File: src/rtl/onehot_encoder_stream_if.sv
// Stream bundle for the one-hot encoder: input word handshake plus encoded result handshake.
// The slave modport is the encoder side; the master modport is the producer/consumer side.
interface onehot_encoder_stream_if #(
    parameter int unsigned DATA_W = 8,
    parameter int unsigned CODE_W = 3
);
    logic              in_valid;
    logic              in_ready;
    logic [DATA_W-1:0] in_data;
    logic              out_valid;
    logic              out_ready;
    logic [CODE_W-1:0] out_code;
    logic              out_zero;
    logic              out_multi;

    modport slave (
        input  in_valid, in_data, out_ready,
        output in_ready, out_valid, out_code, out_zero, out_multi
    );

    modport master (
        output in_valid, in_data, out_ready,
        input  in_ready, out_valid, out_code, out_zero, out_multi
    );
endinterface

File: src/rtl/onehot_encoder_stream.sv
// Streaming 8-to-3 priority encoder with zero/multi-hot flags, a saturating malformed-word
// counter and a 2-entry (output register + skid) buffer for full throughput under backpressure.
module onehot_encoder_stream #(
    parameter int unsigned DATA_W = 8,
    parameter int unsigned CODE_W = 3,
    parameter int unsigned ERRC_W = 8
) (
    input  logic                       clk,
    input  logic                       rst,
    onehot_encoder_stream_if.slave     bus,
    input  logic                       clr_err,
    output logic [ERRC_W-1:0]          err_count
);
    typedef enum logic [1:0] {
        EMPTY = 2'd0,
        ONE   = 2'd1,
        FULL  = 2'd2
    } state_t;

    state_t            state;
    state_t            state_nxt;
    logic              in_rdy;
    logic              accept;
    logic              transfer;
    logic              load_out;
    logic              load_skid;
    logic              from_skid;

    logic [CODE_W-1:0] enc_code;
    logic              enc_zero;
    logic              enc_multi;

    logic [CODE_W-1:0] out_code_q;
    logic              out_zero_q;
    logic              out_multi_q;
    logic [CODE_W-1:0] skid_code;
    logic              skid_zero;
    logic              skid_multi;

    // Ready depends only on registered occupancy, never on out_ready.
    assign in_rdy        = (state != FULL);
    assign bus.in_ready  = in_rdy;
    assign bus.out_valid = (state != EMPTY);
    assign bus.out_code  = out_code_q;
    assign bus.out_zero  = out_zero_q;
    assign bus.out_multi = out_multi_q;

    assign accept   = bus.in_valid & in_rdy;
    assign transfer = (state != EMPTY) & bus.out_ready;

    // Ascending scan so the last (highest) set bit wins.
    always_comb begin
        enc_code = '0;
        for (int unsigned i = 0; i < DATA_W; i++) begin
            if (bus.in_data[i]) begin
                enc_code = i[CODE_W-1:0];
            end
        end
        enc_zero  = (bus.in_data == '0);
        enc_multi = ((bus.in_data & (bus.in_data - DATA_W'(1))) != '0);
    end

    always_comb begin
        state_nxt = state;
        load_out  = 1'b0;
        load_skid = 1'b0;
        from_skid = 1'b0;
        case (state)
            EMPTY: begin
                if (accept) begin
                    state_nxt = ONE;
                    load_out  = 1'b1;
                end
            end
            ONE: begin
                if (accept && transfer) begin
                    load_out = 1'b1;
                end else if (accept) begin
                    state_nxt = FULL;
                    load_skid = 1'b1;
                end else if (transfer) begin
                    state_nxt = EMPTY;
                end
            end
            FULL: begin
                if (transfer) begin
                    state_nxt = ONE;
                    load_out  = 1'b1;
                    from_skid = 1'b1;
                end
            end
            default: state_nxt = EMPTY;
        endcase
    end

    always_ff @(posedge clk or posedge rst) begin
        if (rst) begin
            state <= EMPTY;
        end else begin
            state <= state_nxt;
        end
    end

    always_ff @(posedge clk or posedge rst) begin
        if (rst) begin
            out_code_q  <= '0;
            out_zero_q  <= 1'b0;
            out_multi_q <= 1'b0;
        end else if (load_out) begin
            if (from_skid) begin
                out_code_q  <= skid_code;
                out_zero_q  <= skid_zero;
                out_multi_q <= skid_multi;
            end else begin
                out_code_q  <= enc_code;
                out_zero_q  <= enc_zero;
                out_multi_q <= enc_multi;
            end
        end
    end

    always_ff @(posedge clk or posedge rst) begin
        if (rst) begin
            skid_code  <= '0;
            skid_zero  <= 1'b0;
            skid_multi <= 1'b0;
        end else if (load_skid) begin
            skid_code  <= enc_code;
            skid_zero  <= enc_zero;
            skid_multi <= enc_multi;
        end
    end

    // Counted at accept time; clear beats a simultaneous increment.
    always_ff @(posedge clk or posedge rst) begin
        if (rst) begin
            err_count <= '0;
        end else if (clr_err) begin
            err_count <= '0;
        end else if (accept && (enc_zero || enc_multi) && (err_count != '1)) begin
            err_count <= err_count + ERRC_W'(1);
        end
    end
endmodule
File: src/flat_wrapper.sv
// flat-port wrapper written by rule: the top's interface ports become plain ports
module onehot_encoder_stream_flat 
#(
    parameter int unsigned DATA_W = 8,
    parameter int unsigned CODE_W = 3,
    parameter int unsigned ERRC_W = 8
)
  (clk, rst, clr_err, err_count, bus_in_valid, bus_in_data, bus_out_ready, bus_in_ready, bus_out_valid, bus_out_code, bus_out_zero, bus_out_multi);
  onehot_encoder_stream_if #(.DATA_W(DATA_W), .CODE_W(CODE_W)) bus_i ();
  input  logic clk;
  input  logic rst;
  input  logic clr_err;
  output logic [ERRC_W-1:0] err_count;
  input wire logic [$bits(bus_i.in_valid)-1:0] bus_in_valid;
  input wire logic [$bits(bus_i.in_data)-1:0] bus_in_data;
  input wire logic [$bits(bus_i.out_ready)-1:0] bus_out_ready;
  output wire logic [$bits(bus_i.in_ready)-1:0] bus_in_ready;
  output wire logic [$bits(bus_i.out_valid)-1:0] bus_out_valid;
  output wire logic [$bits(bus_i.out_code)-1:0] bus_out_code;
  output wire logic [$bits(bus_i.out_zero)-1:0] bus_out_zero;
  output wire logic [$bits(bus_i.out_multi)-1:0] bus_out_multi;
  assign bus_i.in_valid = bus_in_valid;
  assign bus_i.in_data = bus_in_data;
  assign bus_i.out_ready = bus_out_ready;
  assign bus_in_ready = bus_i.in_ready;
  assign bus_out_valid = bus_i.out_valid;
  assign bus_out_code = bus_i.out_code;
  assign bus_out_zero = bus_i.out_zero;
  assign bus_out_multi = bus_i.out_multi;
  onehot_encoder_stream #(.DATA_W(DATA_W), .CODE_W(CODE_W), .ERRC_W(ERRC_W)) u_core (.clk(clk), .rst(rst), .bus(bus_i), .clr_err(clr_err), .err_count(err_count));
endmodule
File: config.mk
export PLATFORM = sky130hd
export DESIGN_NAME = onehot_encoder_stream_flat
export DESIGN_NICKNAME = d
export VERILOG_FILES = /design/src/rtl/onehot_encoder_stream_if.sv /design/src/rtl/onehot_encoder_stream.sv /design/src/flat_wrapper.sv
export SDC_FILE = /design/constraint.sdc
export NUM_CORES = 1
export LEC_CHECK = 0
export BUFFER_PORTS_ARGS = -buffer_cell sky130_fd_sc_hd__buf_2
export CAP_MARGIN = 5
export CELL_PAD_IN_SITES_DETAIL_PLACEMENT = 2
export CELL_PAD_IN_SITES_GLOBAL_PLACEMENT = 2
export CORE_MARGIN = 2
export CORE_UTILIZATION = 35
export CTS_BUF_LIST = sky130_fd_sc_hd__clkbuf_8
export CTS_CLUSTER_SIZE = 30
export DETAILED_ROUTE_END_ITERATION = 8
export PLACE_DENSITY_LB_ADDON = 0.1
export SLEW_MARGIN = 25
export SYNTH_ARGS = -nofsm -noshare
export SYNTH_HDL_FRONTEND = slang
export SYNTH_SLANG_ARGS = --single-unit
File: constraint.sdc
create_clock -name clk -period 3.4 [get_ports clk]
set_input_delay 0.34 -clock clk [delete_from_list [all_inputs] [get_ports clk]]
set_output_delay 0.34 -clock clk [all_outputs]
set_load 0.01 [all_outputs]
Yosys cells after proc, flatten, opt, wreduce, memory -nomap -nowiden --
Cells that the tools add are included.
Word-level totals: output and inout port bits 15, flip-flop bits (word level) 20, word-level logic and storage cells 56
Operators by class: bitwise operators 3, muxes and demuxes 25, reduce and logical (&&, ||, !) cells 10, add/subtract/negate cells 2, eq/ne operators 8
Operators with widths (number):
- $mux W8 | 2
- $mux W3 | 5
- $mux W2 | 7
- $mux W1 | 9
- $add A8 B1 Y8 const B | 1
- $and A8 B8 Y8 | 1
- $logic_not A8 Y1 | 1
- $ne A8 B8 Y1 const B | 1
- $reduce_bool A8 Y1 | 1
- $sub A8 B1 Y8 const B | 1
- $pmux W2 S3 | 1
- $ne A2 B1 Y1 const B | 2
- $ne A2 B2 Y1 const B | 2
- $reduce_and A4 Y1 | 1
- $reduce_bool A2 Y1 | 2
- $logic_and A1 B1 Y1 | 3
- $ne A3 B1 Y1 const B | 1
- $pmux W1 S3 | 1
- $and A1 B1 Y1 | 2
- $eq A2 B1 Y1 const B | 1
- $eq A2 B2 Y1 const B | 1
- $logic_not A2 Y1 | 1
- $logic_or A1 B1 Y1 | 1

Longest topological paths before layout --
depth after elaboration 8, mapped depth 6, depth with buffers taken out 5

Least setup slack after synthesis --
OpenSTA, ideal clock, no wires.
kind input to register, start point in bus_in_data[1], end point reg u_core.err_count[5], stages on the path 5, arrival 1973 ps, required time 3275 ps, setup slack 1302 ps, buffers on the path 0, cell sequence or4_4 > nor3_4 > o41ai_4 > a2111oi_0 > mux2_2
On the way: longest elaborated chain between the ends 7
RTL lines:
- start, declared | line flat_wrapper.sv:15 | input wire logic [$bits(bus_i.in_data)-1:0] bus_in_data;
- $sub A8 B1 Y8 | line onehot_encoder_stream.sv:60 | enc_multi = ((bus.in_data & (bus.in_data - DATA_W'(1))) != '0);
- $and A8 B8 Y8 | line onehot_encoder_stream.sv:60
- $reduce_bool A8 Y1 | line onehot_encoder_stream.sv:60
- $logic_or A1 B1 Y1 * | line onehot_encoder_stream.sv:140 | end else if (accept && (enc_zero || enc_multi) && (err_count != '1)) begin
- $logic_and A1 B1 Y1 * (2 in a row) | line onehot_encoder_stream.sv:140
- $reduce_bool A2 Y1 (no source line) *
- end signal, assigned | line onehot_encoder_stream.sv:141 | err_count <= err_count + ERRC_W'(1);
- end, declared | line onehot_encoder_stream.sv:12 | output logic [ERRC_W-1:0] err_count
Mark *: on every way between the ends. The rest lies on a longest branch, timed or not. A chain may end at the register's enable or synchronous reset.

Final worst setup path --
start point reg u_core.err_count[2], end point reg u_core.err_count[6]
On the way: longest elaborated chain between the ends 3
RTL lines (line):
- $add A8 B1 Y8 / $ne A8 B8 Y1 (equally long branches) | onehot_encoder_stream.sv:141, onehot_encoder_stream.sv:140
- $mux W8 / $logic_and A1 B1 Y1 (equally long branches) | onehot_encoder_stream.sv:140
- $mux W8 / $reduce_bool A2 Y1 (equally long branches)
Several ways; a longest one is shown, not always the timed one. The select of a mux whose other input is x is not followed.

==> summary.txt <==
Route
  – 1st-iter DRT viols: 41
  – First drt pass iteration count: 4
  – DR WL met2: 1.665 mm
  – Drt total wl: 3.246 mm
  – Vias/cell: 5.475
  – Vias: 1,117
  – Remaining antenna violation count: 0
  – DRC viols: 0
  – Routed length per instance: 15.91 um
  – DRT met1 WL: 1.433 mm
  – DR top layer: met4
  – Metal3 WL: 96 um

Clock tree
  – Clock slew at reported path FFs: 80 ps
  – CTS buffer count: 3
  – Clock Latency Late Sink: 270 ps
  – H-tree Lvls: 1
  – Clk sinks: 20
  – CTS tree: yes
  – CTS root buf: clkbuf_8
  – CTS Buffer Depth: 2
  – Post-CTS Resized: 0
  – Post-CTS Hold Buffers: 0
  – Number of setup buffers added after CTS: 0

STA
  – Post-Route Setup TNS: 0 ps
  – Setup violations, final: 0
  – Final hold slack: 210.1 ps
  – Fin. max-slew vios: 0
  – Crit share post-route: 0.6382
  – Worst clock skew: 5.408 ps
  – Worst-margin pin slew: 800.8 ps
  – Max-slew headroom: 0.4656
  – F_max: 0.4608 GHz
  – Unrepaired setup endpoints after global routing: false
  – Final hold vios: 0
  – Minimum clock period: 2170 ps

Logic synthesis
  – Dominant cell type by area after synthesis: dfrtp_1
  – Post-synthesis share of cell area spent on xor and xnor gates: 0
  – Adder-Cell Fraction of Synth Area: 0.01891
  – Largest family of logic cells by synthesized area: simple AND/OR/NAND/NOR gates
  – Count of flip-flops with a built-in enable after synthesis: 0
  – Top cells by count, synth: 20 x dfrtp_1, 17 x nor2_1, 11 x a21oi_1, 9 x nor2b_1, 7 x inv_1
  – Most frequent cell after synthesis: dfrtp_1
  – Post-synthesis mux area share: 0.06513
  – Register area share after synthesis: 0.4202
  – Simple-Gate Fraction of Synth Area: 0.2500
  – Fraction of registers with async set/reset: 1.000
  – Synth warn: 0
  – Syn Std Cell Area: 1191 um2
  – Number of synthesized register bits: 20
  – Syn_area_per_cell: 9.093 um2
  – Most used DFF post-synth: dfrtp_1
  – Post-Synthesis Cells: 131
  – Yosys top cell area share: 0.4202
  – Compound-Gate Fraction of Synth Area: 0.2101
  – Syn nets: 145
  – Post-synthesis cell type count: 34
  – Synth area leaders: dfrtp_1 42%, mux2_2 5.7%, nor2_1 5.4%

Global route
  – GRT overflow: 0
  – Initial antenna violation count: 0
  – Vias in the first global route: 1,163
  – First-pass GRT wire length: 5.575 mm
  – GRT Total Usage: 0.1804
  – Pin count of the biggest net entering global routing: 21

Critical path
  – Critical path fanouts, max: 8
  – Top delay family on crit path: compound AO/OA/AOI/OAI gates
  – Crit path from: u_core.err_count[2]$_DFFE_PP0P_
  – WS Path Type: flop to flop
  – Critical path, cell by cell: nand4_1 > or2_2 > o211ai_1 > a2111oi_0 > mux2_2
  – Slowest cell on crit path: o211ai_1
  – Crit Reg-Reg Endpoint: u_core.err_count[6]$_DFFE_PP0P_
  – Worst Setup EP: u_core.err_count[6]$_DFFE_PP0P_
  – WP buf/inv: 0
  – Cells on worst reg2reg path: 5
  – WP depth: 5
  – Critical R2R Launch: u_core.err_count[2]$_DFFE_PP0P_
  – Slowest cell delay on critical path: 540 ps
  – Flop2flop setup slack: 1230 ps
  – Critical Path Source Type: flop
  – Endpoint kind of the worst setup timing path: flop
  – WP data required: 3560 ps
  – CP arrival: 2330 ps

Floorplan
  – # IOs: 28
  – Chip height: 62.34 um
  – Core Area: 3311 um2
  – Die area: 3886 um2
  – Initial core utilization: 0.3598
  – # rows: 21
  – Die W: 62.34 um

Power
  – P_leak: 0.6362 nW
  – Worst IR Drop VDD: 161.1 uV
  – Tot Pwr: 0.0006753 W
  – Power per cell area: 469.3 nW/um2

Cells and area
  – Layout cells sized above 1: 0.2658
  – Ant diodes: 0
  – Non-Filler Instances: 204
  – Fin nets: 173
  – Area delta synth->final: 20.80%
  – Util after Layout: 0.4346
  – Number of fill cells: 391

Job
  – Max_cap viols: 0

Place
  – Routability Congestion: 0.7238
  – Placed Cells: 200
  – Post-DP HPWL: 2.380 mm
  – # port buffers: 27

Run status
  – Status: completed

Min path
  – Class of the worst hold path: primary input to async pin
state kept, by name, indices dropped and copies added, names as in the netlist:
register	cells
u_core.skid_zero	1
u_core.skid_code	3
u_core.err_count	8
u_core.bus.out_code	3
u_core.state	2
u_core.bus.out_zero	1
u_core.bus.out_multi	1
u_core.skid_multi	1
logic make-up after synthesis:
group / Yosys count
simple gates: 56
compound gates: 35
flops: 20
buf+inv: 11
mux: 7
fa+ha+maj: 2
through the flow:
stage	worst slack, ps	instance area, um2
floorplan	1302	1191
global placement	1082	1368
detailed placement	1020	1368
CTS	1247	1439
global route	1103	1439
finish	1230	1439
worst reg2reg max path, delay by kind of cell, from the launching register on:
kind,cells,cell delay [ps]
AO/OA/AOI/OAI,2,740
flip-flops,1,500
AND/OR/NAND/NOR,2,500
multiplexers,1,310
cell usage in the layout (no fill, tap or decap):
cell       instances
nor3_4             1
or3_1              2
nand3_1            5
nor2_1            17
nor4_1             3
maj3_1             1
a21boi_0           1
bufinv_16          1
nor3_1             4
or2_2              2
a221o_1            2
ha_1               1
or4_4              1
mux2_2             6
a211oi_1           3
o41ai_4            1
nand3b_1           1
o21ai_0            5
a21oi_1           11
inv_1              7
nor2b_1            9
nand4_1            1
buf_2             27
o22ai_1            1
a22oi_1            3
o211ai_1           2
clkbuf_8           3
dfrtp_1           20
o21a_1             2
a2111oi_0          3
o21bai_1           1
nand2b_1           3
nand2_1            6
mux2i_1            1
and3_1             1
worst min path at each step:
| stage | depth (start not counted) | slack [ps] | end |
|---|---|---|---|
| floorplan | 1 | 300 | u_core.bus.out_code[0]$_DFFE_PP0P_ |
| global placement | 2 | 480 | u_core.bus.out_code[0]$_DFFE_PP0P_ |
| detailed placement | 1 | 490 | u_core.bus.out_code[1]$_DFFE_PP0P_ |
| CTS | 2 | 250 | u_core.err_count[3]$_DFFE_PP0P_ |
| global route | 2 | 280 | u_core.bus.out_multi$_DFFE_PP0P_ |
| finish | 2 | 210 | u_core.err_count[3]$_DFFE_PP0P_ |
layout make-up:
cell class / instances / area (um2) / share of cell area
inverters: 7 / 26.28 / 0.01826
flip-flops and latches: 20 / 500.5 / 0.3478
well taps: 46 / 57.56 / 0.04000
multi-input cells: 100 / 648.1 / 0.4504
repair buffers: 27 / 135.1 / 0.09391
clock inverters: 1 / 30.03 / 0.02087
clock buffers: 3 / 41.29 / 0.02870
routing by layer:
layer | vias up | global-route usage
li1 | 527 | -
met1 | 568 | 0.2167
met2 | 17 | 0.3315
met3 | 5 | 0.02536
met4 | 0 | 0.05833
met5 | - | 0
where the power goes:
group	switching (W)	internal, W
Sequential	0.0000224	0.000269
Combinational	0.0000803	0.0000556
Clock	0.0000907	0.000158
No activity file was read; power rests on OpenSTA's default activity.
